**src/rtl/cpu_ctrl_pkg.sv**
```systemverilog
// Shared types and encodings for the pipeline hazard / redirect controller.
package cpu_ctrl_pkg;

  typedef enum logic [1:0] {
    ST_RUN      = 2'd0,
    ST_MEM_WAIT = 2'd1,
    ST_FLUSH    = 2'd2
  } state_e;

  localparam logic [1:0] PC_SEL_SEQ = 2'b00;
  localparam logic [1:0] PC_SEL_BR  = 2'b01;
  localparam logic [1:0] PC_SEL_JAL = 2'b10;
  localparam logic [1:0] PC_SEL_JR  = 2'b11;

  localparam logic [3:0] REG_ZERO = 4'd0;

endpackage

```
**src/rtl/sat_counter.sv**
```systemverilog
// Up-counter that sticks at all-ones; asynchronous active-low clear.
module sat_counter #(
  parameter int W = 16
) (
  input  logic         clk,
  input  logic         rst_n,
  input  logic         en,
  output logic [W-1:0] q
);

  logic [W-1:0] cnt_q;

  always_ff @(posedge clk or negedge rst_n) begin
    if (!rst_n) begin
      cnt_q <= '0;
    end else if (en && (cnt_q != {W{1'b1}})) begin
      cnt_q <= cnt_q + 1'b1;
    end
  end

  assign q = cnt_q;

endmodule

```
**src/rtl/pipeline_hazard_ctrl.sv**
```systemverilog
// Stall/flush sequencer for the 5-stage pipeline: memory freeze, EX-resolved
// redirects with multi-cycle IF/ID bubbles, and load-use interlock.
module pipeline_hazard_ctrl
  import cpu_ctrl_pkg::*;
#(
  parameter int REDIRECT_BUBBLES = 1,
  parameter int CNT_W            = 16
) (
  input  logic             clk,
  input  logic             rst_n,
  input  logic [3:0]       ifid_rs,
  input  logic [3:0]       ifid_rt,
  input  logic             ifid_use_rs,
  input  logic             ifid_use_rt,
  input  logic             idex_lw,
  input  logic [3:0]       idex_rd,
  input  logic             ex_branch_taken,
  input  logic             ex_jal,
  input  logic             ex_jr,
  input  logic             dmem_busy,
  output logic             pc_stall,
  output logic             ifid_stall,
  output logic             ifid_flush,
  output logic             idex_stall,
  output logic             idex_flush,
  output logic             exmem_stall,
  output logic [1:0]       pc_sel,
  output logic [CNT_W-1:0] stall_cnt,
  output logic [CNT_W-1:0] flush_cnt
);

  localparam int BCNT_W = (REDIRECT_BUBBLES < 2) ? 1 : $clog2(REDIRECT_BUBBLES);
  localparam logic [BCNT_W-1:0] BUBBLE_RELOAD = BCNT_W'(REDIRECT_BUBBLES - 1);

  state_e            state_q, state_d;
  logic [BCNT_W-1:0] bcnt_q, bcnt_d;
  logic              redirect;
  logic              load_use;
  logic              stall_en;
  logic              flush_en;

  assign redirect = ex_jr | ex_jal | ex_branch_taken;

  assign load_use = idex_lw && (idex_rd != REG_ZERO) &&
                    ((ifid_use_rs && (ifid_rs == idex_rd)) ||
                     (ifid_use_rt && (ifid_rt == idex_rd)));

  always_comb begin
    pc_stall    = 1'b0;
    ifid_stall  = 1'b0;
    ifid_flush  = 1'b0;
    idex_stall  = 1'b0;
    idex_flush  = 1'b0;
    exmem_stall = 1'b0;
    pc_sel      = PC_SEL_SEQ;
    state_d     = state_q;
    bcnt_d      = bcnt_q;
    flush_en    = 1'b0;

    if (!rst_n) begin
      ifid_flush = 1'b1;
      idex_flush = 1'b1;
    end else if (dmem_busy) begin
      pc_stall    = 1'b1;
      ifid_stall  = 1'b1;
      idex_stall  = 1'b1;
      exmem_stall = 1'b1;
      // A frozen pipe must not lose outstanding redirect bubbles.
      if (state_q != ST_FLUSH) begin
        state_d = ST_MEM_WAIT;
      end
    end else if (redirect) begin
      ifid_flush = 1'b1;
      idex_flush = 1'b1;
      flush_en   = 1'b1;
      if (ex_jr) begin
        pc_sel = PC_SEL_JR;
      end else if (ex_jal) begin
        pc_sel = PC_SEL_JAL;
      end else begin
        pc_sel = PC_SEL_BR;
      end
      if (REDIRECT_BUBBLES > 1) begin
        state_d = ST_FLUSH;
        bcnt_d  = BUBBLE_RELOAD;
      end else begin
        state_d = ST_RUN;
      end
    end else if (state_q == ST_FLUSH) begin
      ifid_flush = 1'b1;
      if (bcnt_q <= BCNT_W'(1)) begin
        state_d = ST_RUN;
        bcnt_d  = '0;
      end else begin
        bcnt_d  = bcnt_q - 1'b1;
      end
    end else begin
      state_d = ST_RUN;
      if (load_use) begin
        pc_stall   = 1'b1;
        ifid_stall = 1'b1;
        idex_flush = 1'b1;
      end
    end
  end

  assign stall_en = pc_stall;

  always_ff @(posedge clk or negedge rst_n) begin
    if (!rst_n) begin
      state_q <= ST_RUN;
      bcnt_q  <= '0;
    end else begin
      state_q <= state_d;
      bcnt_q  <= bcnt_d;
    end
  end

  sat_counter #(.W(CNT_W)) u_stall_cnt (
    .clk   (clk),
    .rst_n (rst_n),
    .en    (stall_en),
    .q     (stall_cnt)
  );

  sat_counter #(.W(CNT_W)) u_flush_cnt (
    .clk   (clk),
    .rst_n (rst_n),
    .en    (flush_en),
    .q     (flush_cnt)
  );

endmodule

```
**config.mk**
```make
export PLATFORM = sky130hd
export DESIGN_NAME = pipeline_hazard_ctrl
export DESIGN_NICKNAME = d
export VERILOG_FILES = /design/src/rtl/cpu_ctrl_pkg.sv /design/src/rtl/sat_counter.sv /design/src/rtl/pipeline_hazard_ctrl.sv
export SDC_FILE = /design/constraint.sdc
export NUM_CORES = 1
export LEC_CHECK = 0
export CAP_MARGIN = 30
export CORE_UTILIZATION = 40
export DETAILED_ROUTE_END_ITERATION = 7
export GPL_TIMING_DRIVEN = 0
export PLACE_DENSITY = 0.81
export RECOVER_POWER = 25
export REMOVE_ABC_BUFFERS = 1
export SYNTH_ARGS = -nofsm -noshare
export SYNTH_HDL_FRONTEND = slang
export SYNTH_SLANG_ARGS = --single-unit
```
**constraint.sdc**
```tcl
create_clock -name clk -period 2.2 [get_ports clk]
set_input_delay 0.22 -clock clk [delete_from_list [all_inputs] [get_ports clk]]
set_output_delay 0.22 -clock clk [all_outputs]
set_load 0.1 [all_outputs]
```
# == Yosys cells after proc, flatten, opt, wreduce, memory -nomap -nowiden ==
# Cells that the tools add are included.
# word_totals
reg_bits,35
inputBits,21
out_inout_bits,40
elab_cells,58
# classes
n_addsub,3
order_cmp,1
eq_ne,8
mux,28
bitwise_logic,4
n_reduce_logical,10
# op_table
cell,count
"16-bit by 1-bit adder with 16-bit output, second input constant",2
"16-bit inequality test, second input constant",2
2-bit 2-to-1 mux,10
1-bit 2-to-1 mux,18
4-bit == test,2
1-bit logical AND,6
"4-bit by 3-bit inequality test with 1-bit output, second input constant",1
4-bit AND reduction,1
4-bit nonzero test,1
3-bit AND reduction,1
"2-bit == test, second input constant",1
"2-bit by 1-bit inequality test with 1-bit output, second input constant",1
"2-bit inequality test, second input constant",1
1-bit inverter,2
1-bit bitwise OR,2
"1-bit <= comparator, second input constant",1
1-bit logical OR,1
"1-bit subtractor, second input constant",1

# == Longest topological paths before layout ==
# depth
word_depth,10
depth_mapped,7
ltp_nobuf,7

# == By module ==
# From an unflattened synthesis, not the netlist that was laid out.
# unflattened
cells_unflattened,173
hier_area_um2,1904.3
# modules_own_cells
module,n_inst,cells_per_inst,area_per_inst_um2,seq_area_each_um2
sat_counter,2,72,859.6,400.4
pipeline_hazard_ctrl,1,29,185.2,0.0

# == Worst setup path before layout ==
# No wires, ideal clock.
# synth_path
path_kind,input -> output
startpoint,in idex_rd[0]
endpoint,out idex_flush
t_arrival_ps,2973
required_ps,1980
setup_slack_ps,-993
cell_stages,4
path_buffers,0
path_cell_list,xor2_1 -> nor4_2 -> nor2_1 -> o21ai_0
# synth_via
elab_chain_cells,9
word_cells_on_any_way,13
classes_between,2 x eq/ne; 5 x mux; 6 x reduce/logical
# synth_rtl
element,line,text
from (decl),pipeline_hazard_ctrl.sv:16,"input logic [3:0] idex_rd,"
"4-bit == test, on equally long branches","pipeline_hazard_ctrl.sv:45, pipeline_hazard_ctrl.sv:46",
"1-bit logical AND, on equally long branches","pipeline_hazard_ctrl.sv:45, pipeline_hazard_ctrl.sv:46",
1-bit logical OR,pipeline_hazard_ctrl.sv:45,((ifid_use_rs && (ifid_rs == idex_rd)) ||
1-bit logical AND (*),pipeline_hazard_ctrl.sv:44,assign load_use = idex_lw && (idex_rd != REG_ZERO) &&
1-bit 2-to-1 mux (*),pipeline_hazard_ctrl.sv:99,if (load_use) begin
1-bit 2-to-1 mux (*),pipeline_hazard_ctrl.sv:89,end else if (state_q == ST_FLUSH) begin
1-bit 2-to-1 mux (*),pipeline_hazard_ctrl.sv:72,end else if (redirect) begin
1-bit 2-to-1 mux (*),pipeline_hazard_ctrl.sv:63,end else if (dmem_busy) begin
1-bit 2-to-1 mux (*),pipeline_hazard_ctrl.sv:60,if (!rst_n) begin
to (decl),pipeline_hazard_ctrl.sv:25,"output logic idex_flush,"
# Every way passes the cells marked *; elsewhere a longest branch is shown, timed or not.

# == Worst setup path in the final report ==
# layout_path
startpoint,reg u_stall_cnt.cnt_q[5] (netlist: u_stall_cnt.q[5])
endpoint,out stall_cnt[5]
# layout_rtl
element,line,text
from (decl),sat_counter.sv:11,logic [W-1:0] cnt_q;
from (signal assigned),sat_counter.sv:17,cnt_q <= cnt_q + 1'b1;
to (decl),pipeline_hazard_ctrl.sv:28,"output logic [CNT_W-1:0] stall_cnt,"
# No word-level cell between the ends.

==> key figures <==
Run status
  – Outcome: finished, final reports clean

Clock network
  – Clk_lat worst skew: 270 ps
  – Clk Tree Root Cell: clkbuf_8
  – CTS max path bufs: 2
  – H-tree depth: 2
  – Cts bufs inserted: 5
  – Clk sinks: 32
  – Clock transition at path regs: 70 ps
  – CTS tree: built

Synth
  – Dominant synthesized flop cell: dfrtp_1
  – Synth warn: 0
  – Yosys reg bits: 32
  – Top cells by area, synth: dfrtp_1 44%, xor2_1 11%, xnor2_1 6.8%
  – Synthesized area per cell: 10.6 µm²
  – Post-synth ARST share: 100%
  – Seq/Total Area, Yosys: 44.4%
  – EDFF count, synth: 0
  – Syn Inst Count: 171
  – Largest area contributor in the synthesized netlist: dfrtp_1
  – Area share of the largest cell type after synthesis: 44.4%
  – Mapped Area: 0.00180 mm²
  – Unique cell type count in the Yosys netlist: 39

Critical path
  – Worst path depth: 1
  – Setup crit start: u_stall_cnt.q[5]
  – Delay-heaviest family, CP: buffers and inverters
  – Slowest-stage cell, CP: clkdlybuf4s50_1
  – CP Capture Type: primary output
  – R2r setup slk: 200 ps
  – CP cell instances: clkdlybuf4s50_1
  – Kind of critical path: reg -> out
  – Required time worst endpoint: 1980 ps
  – CP max stage delay: 1180 ps
  – Critical path arrival: 1910 ps
  – Reg2Reg Launch Point: u_stall_cnt.q[6]
  – Bufs and invs on worst path: 1
  – Reg2reg path depth: 6
  – Reg-to-reg critical path endpoint: u_stall_cnt.q[1]
  – CP endpoint: stall_cnt[5]
  – Max FO, Critical Path: 6
  – CP Launch Type: flop

Global routing
  – Vias in the first global route: 1427
  – Largest net degree at the start of global routing: 36
  – Global route total overflow: 0
  – First-pass GRT wire length: 6.62 mm
  – Initial antenna violation count: 0
  – GRT Util Overall: 16.9%

Finish
  – Final cell count without fillers: 291
  – Area growth, synth to finish: 44.0%
  – Design area: 0.00260 mm²
  – Fin util: 59.7%
  – Total Nets Final: 261
  – Antenna diodes: 0
  – Fillcell total: 377
  – Share of post-route cells with drive strength above 1: 15.1%

Die
  – Row cnt: 24
  – I/O pins: 61
  – Die width: 69.2 µm
  – Die Ht: 69.2 µm
  – Core area: 0.00435 mm²
  – Initial Utilization: 41.4%
  – Die ar.: 0.00478 mm²

Pwr
  – Leakage: 1.14 nW
  – P per Cell Area: 1000 mW/mm²
  – Worst ir drop on vdd: 0.855 mV

Min path
  – Hold path start: u_flush_cnt.q[13]
  – Hold crit path type: reg -> reg

Timing
  – Final Cycle Share: 97.0%
  – Slew headroom: 6.47%
  – Final hold vios: 0
  – Final setup TNS: 0 ps
  – Clock skew: 7.35 ps
  – Hold WS: 499 ps
  – Tmin final: 2130 ps
  – Max-slew violations: 0
  – Final setup fails: 0
  – Worst slew pin tran: 1400 ps
  – Fmax: 0.469 GHz

Routing
  – DR pass1 iterations: 4
  – DRT antenna net count: 0
  – Routed WL: 4.18 mm
  – Vias per cell: 5.07
  – Routed wire per std cell: 14.4 µm
  – DRT iter0 DRCs: 40
  – Vias: 1476
  – Post-route DRC violation count: 0

Placed design
  – Post-DP Area: 0.00243 mm²
  – Gpl congestion: 0.776
  – Hpwl dp: 2.88 mm
  – Cells after DPL: 279
  – Number of port buffers: 60

Flow run
  – Max-cap viol count: 0
==> cells by family (layout without fill, tap and decap cells) <==
group | Yosys count | in the layout | synth area share (%)
DFF | 32 | 32 | 44.4
muxes | 3 | 3 | 2.08
buffers and inverters | 10 | 78 | 3.12
adders and majority gates | 2 | 2 | 1.39
AOI/OAI and AO/OA | 6 | 6 | 2.77
and+or+nand+nor | 81 | 81 | 28.3
xor gates and xnor gates | 37 | 37 | 18.0
==> cell usage after synthesis (2+ instances only) <==
cell	number
and2_1	2
and3_1	2
buf_4	3
dfrtp_1	32
ha_1	2
inv_1	6
nand2_1	14
nand2b_1	4
nand3_1	11
nand4_1	5
nor2_1	14
nor3_1	7
nor3_2	2
nor4_1	2
nor4_2	3
nor4_4	2
nor4b_1	2
or4_1	2
xnor2_1	14
xor2_1	23
==> layout make-up <==
cell class              instances  area, µm²  share of cell area (%)
multi-input cells             129        973                    37.5
inverters                       6       22.5                   0.867
repair buffers                 64        643                    24.8
clock buffers                   6       82.6                    3.18
clock inverters                 2       10.0                   0.385
flip-flops and latches         32        801                    30.8
well taps                      52       65.1                    2.50
==> sequential cells by signal, summed over array words and instances (netlist names) <==
| register | count |
|---|---|
| u_stall_cnt.q | 16 |
| u_flush_cnt.q | 16 |
==> stage by stage <==
| step | setup WS (ps) | power [mW] |
|---|---|---|
| global placement | -1640 | 2.12 |
| finish | 66.7 | 2.60 |
| CTS | 4.12 | 2.61 |
| floorplan | -1680 | 1.80 |
| global route | -32.1 | 2.69 |
| detailed placement | -1130 | 2.14 |
==> how the worst min path moves through the flow <==
stage,to,slack (ps),depth (start not counted)
final,u_flush_cnt.q[13],500,1
after global routing,u_flush_cnt.q[15],520,1
after CTS,u_stall_cnt.q[0],30,1
after detailed placement,u_stall_cnt.q[0],330,1
after global placement,u_stall_cnt.q[11],470,1
after floorplan,u_flush_cnt.q[0],-80,0
==> power by group <==
part | switching, mW | total [mW] | internal (mW)
logic | 0.992 | 1.32 | 0.330
clock network | 0.209 | 0.458 | 0.249
registers | 0.128 | 0.819 | 0.690
total | 1.33 | 2.60 | 1.27
==> cell usage in the layout (no fill, tap or decap), types with 2 or more instances in the layout <==
master / netlist / layout
clkdlybuf4s50_1: 0 / 47
dfrtp_1: 32 / 32
xor2_1: 23 / 23
nor2_1: 14 / 14
xnor2_1: 14 / 14
nand2_1: 14 / 14
nand3_1: 11 / 11
nor3_1: 7 / 7
clkbuf_8: 0 / 7
inv_1: 6 / 6
nand4_1: 5 / 5
dlymetal6s2s_1: 0 / 5
nor4_4: 2 / 4
buf_4: 3 / 4
nand2b_1: 4 / 3
clkdlybuf4s15_2: 0 / 3
and2_1: 2 / 2
and3_1: 2 / 2
nor3_2: 2 / 2
nor4_2: 3 / 2
or4_1: 2 / 2
nor4b_1: 2 / 2
ha_1: 2 / 2
clkinv_2: 0 / 2
dlygate4sd2_1: 0 / 2
==> what timing repair did <==
item / CTS / global route
pin swaps: 1 / 2
resized for setup: 30 / 12
hold endpoints to repair: 0 / 32
buffers inserted: 1 / 1
hold buffers: 0 / 2
setup endpoints to repair: 10 / 21
==> per-layer routing <==
metal / track usage [%] / part of all wire, % / wire length, µm
met5: 0 / 0 / 0
met4: 3.40 / 0.34 / 14
met3: 3.65 / 5.3 / 223
met2: 27.4 / 50 / 2080
met1: 23.3 / 44 / 1860
No activity file was read; power rests on OpenSTA's default activity.
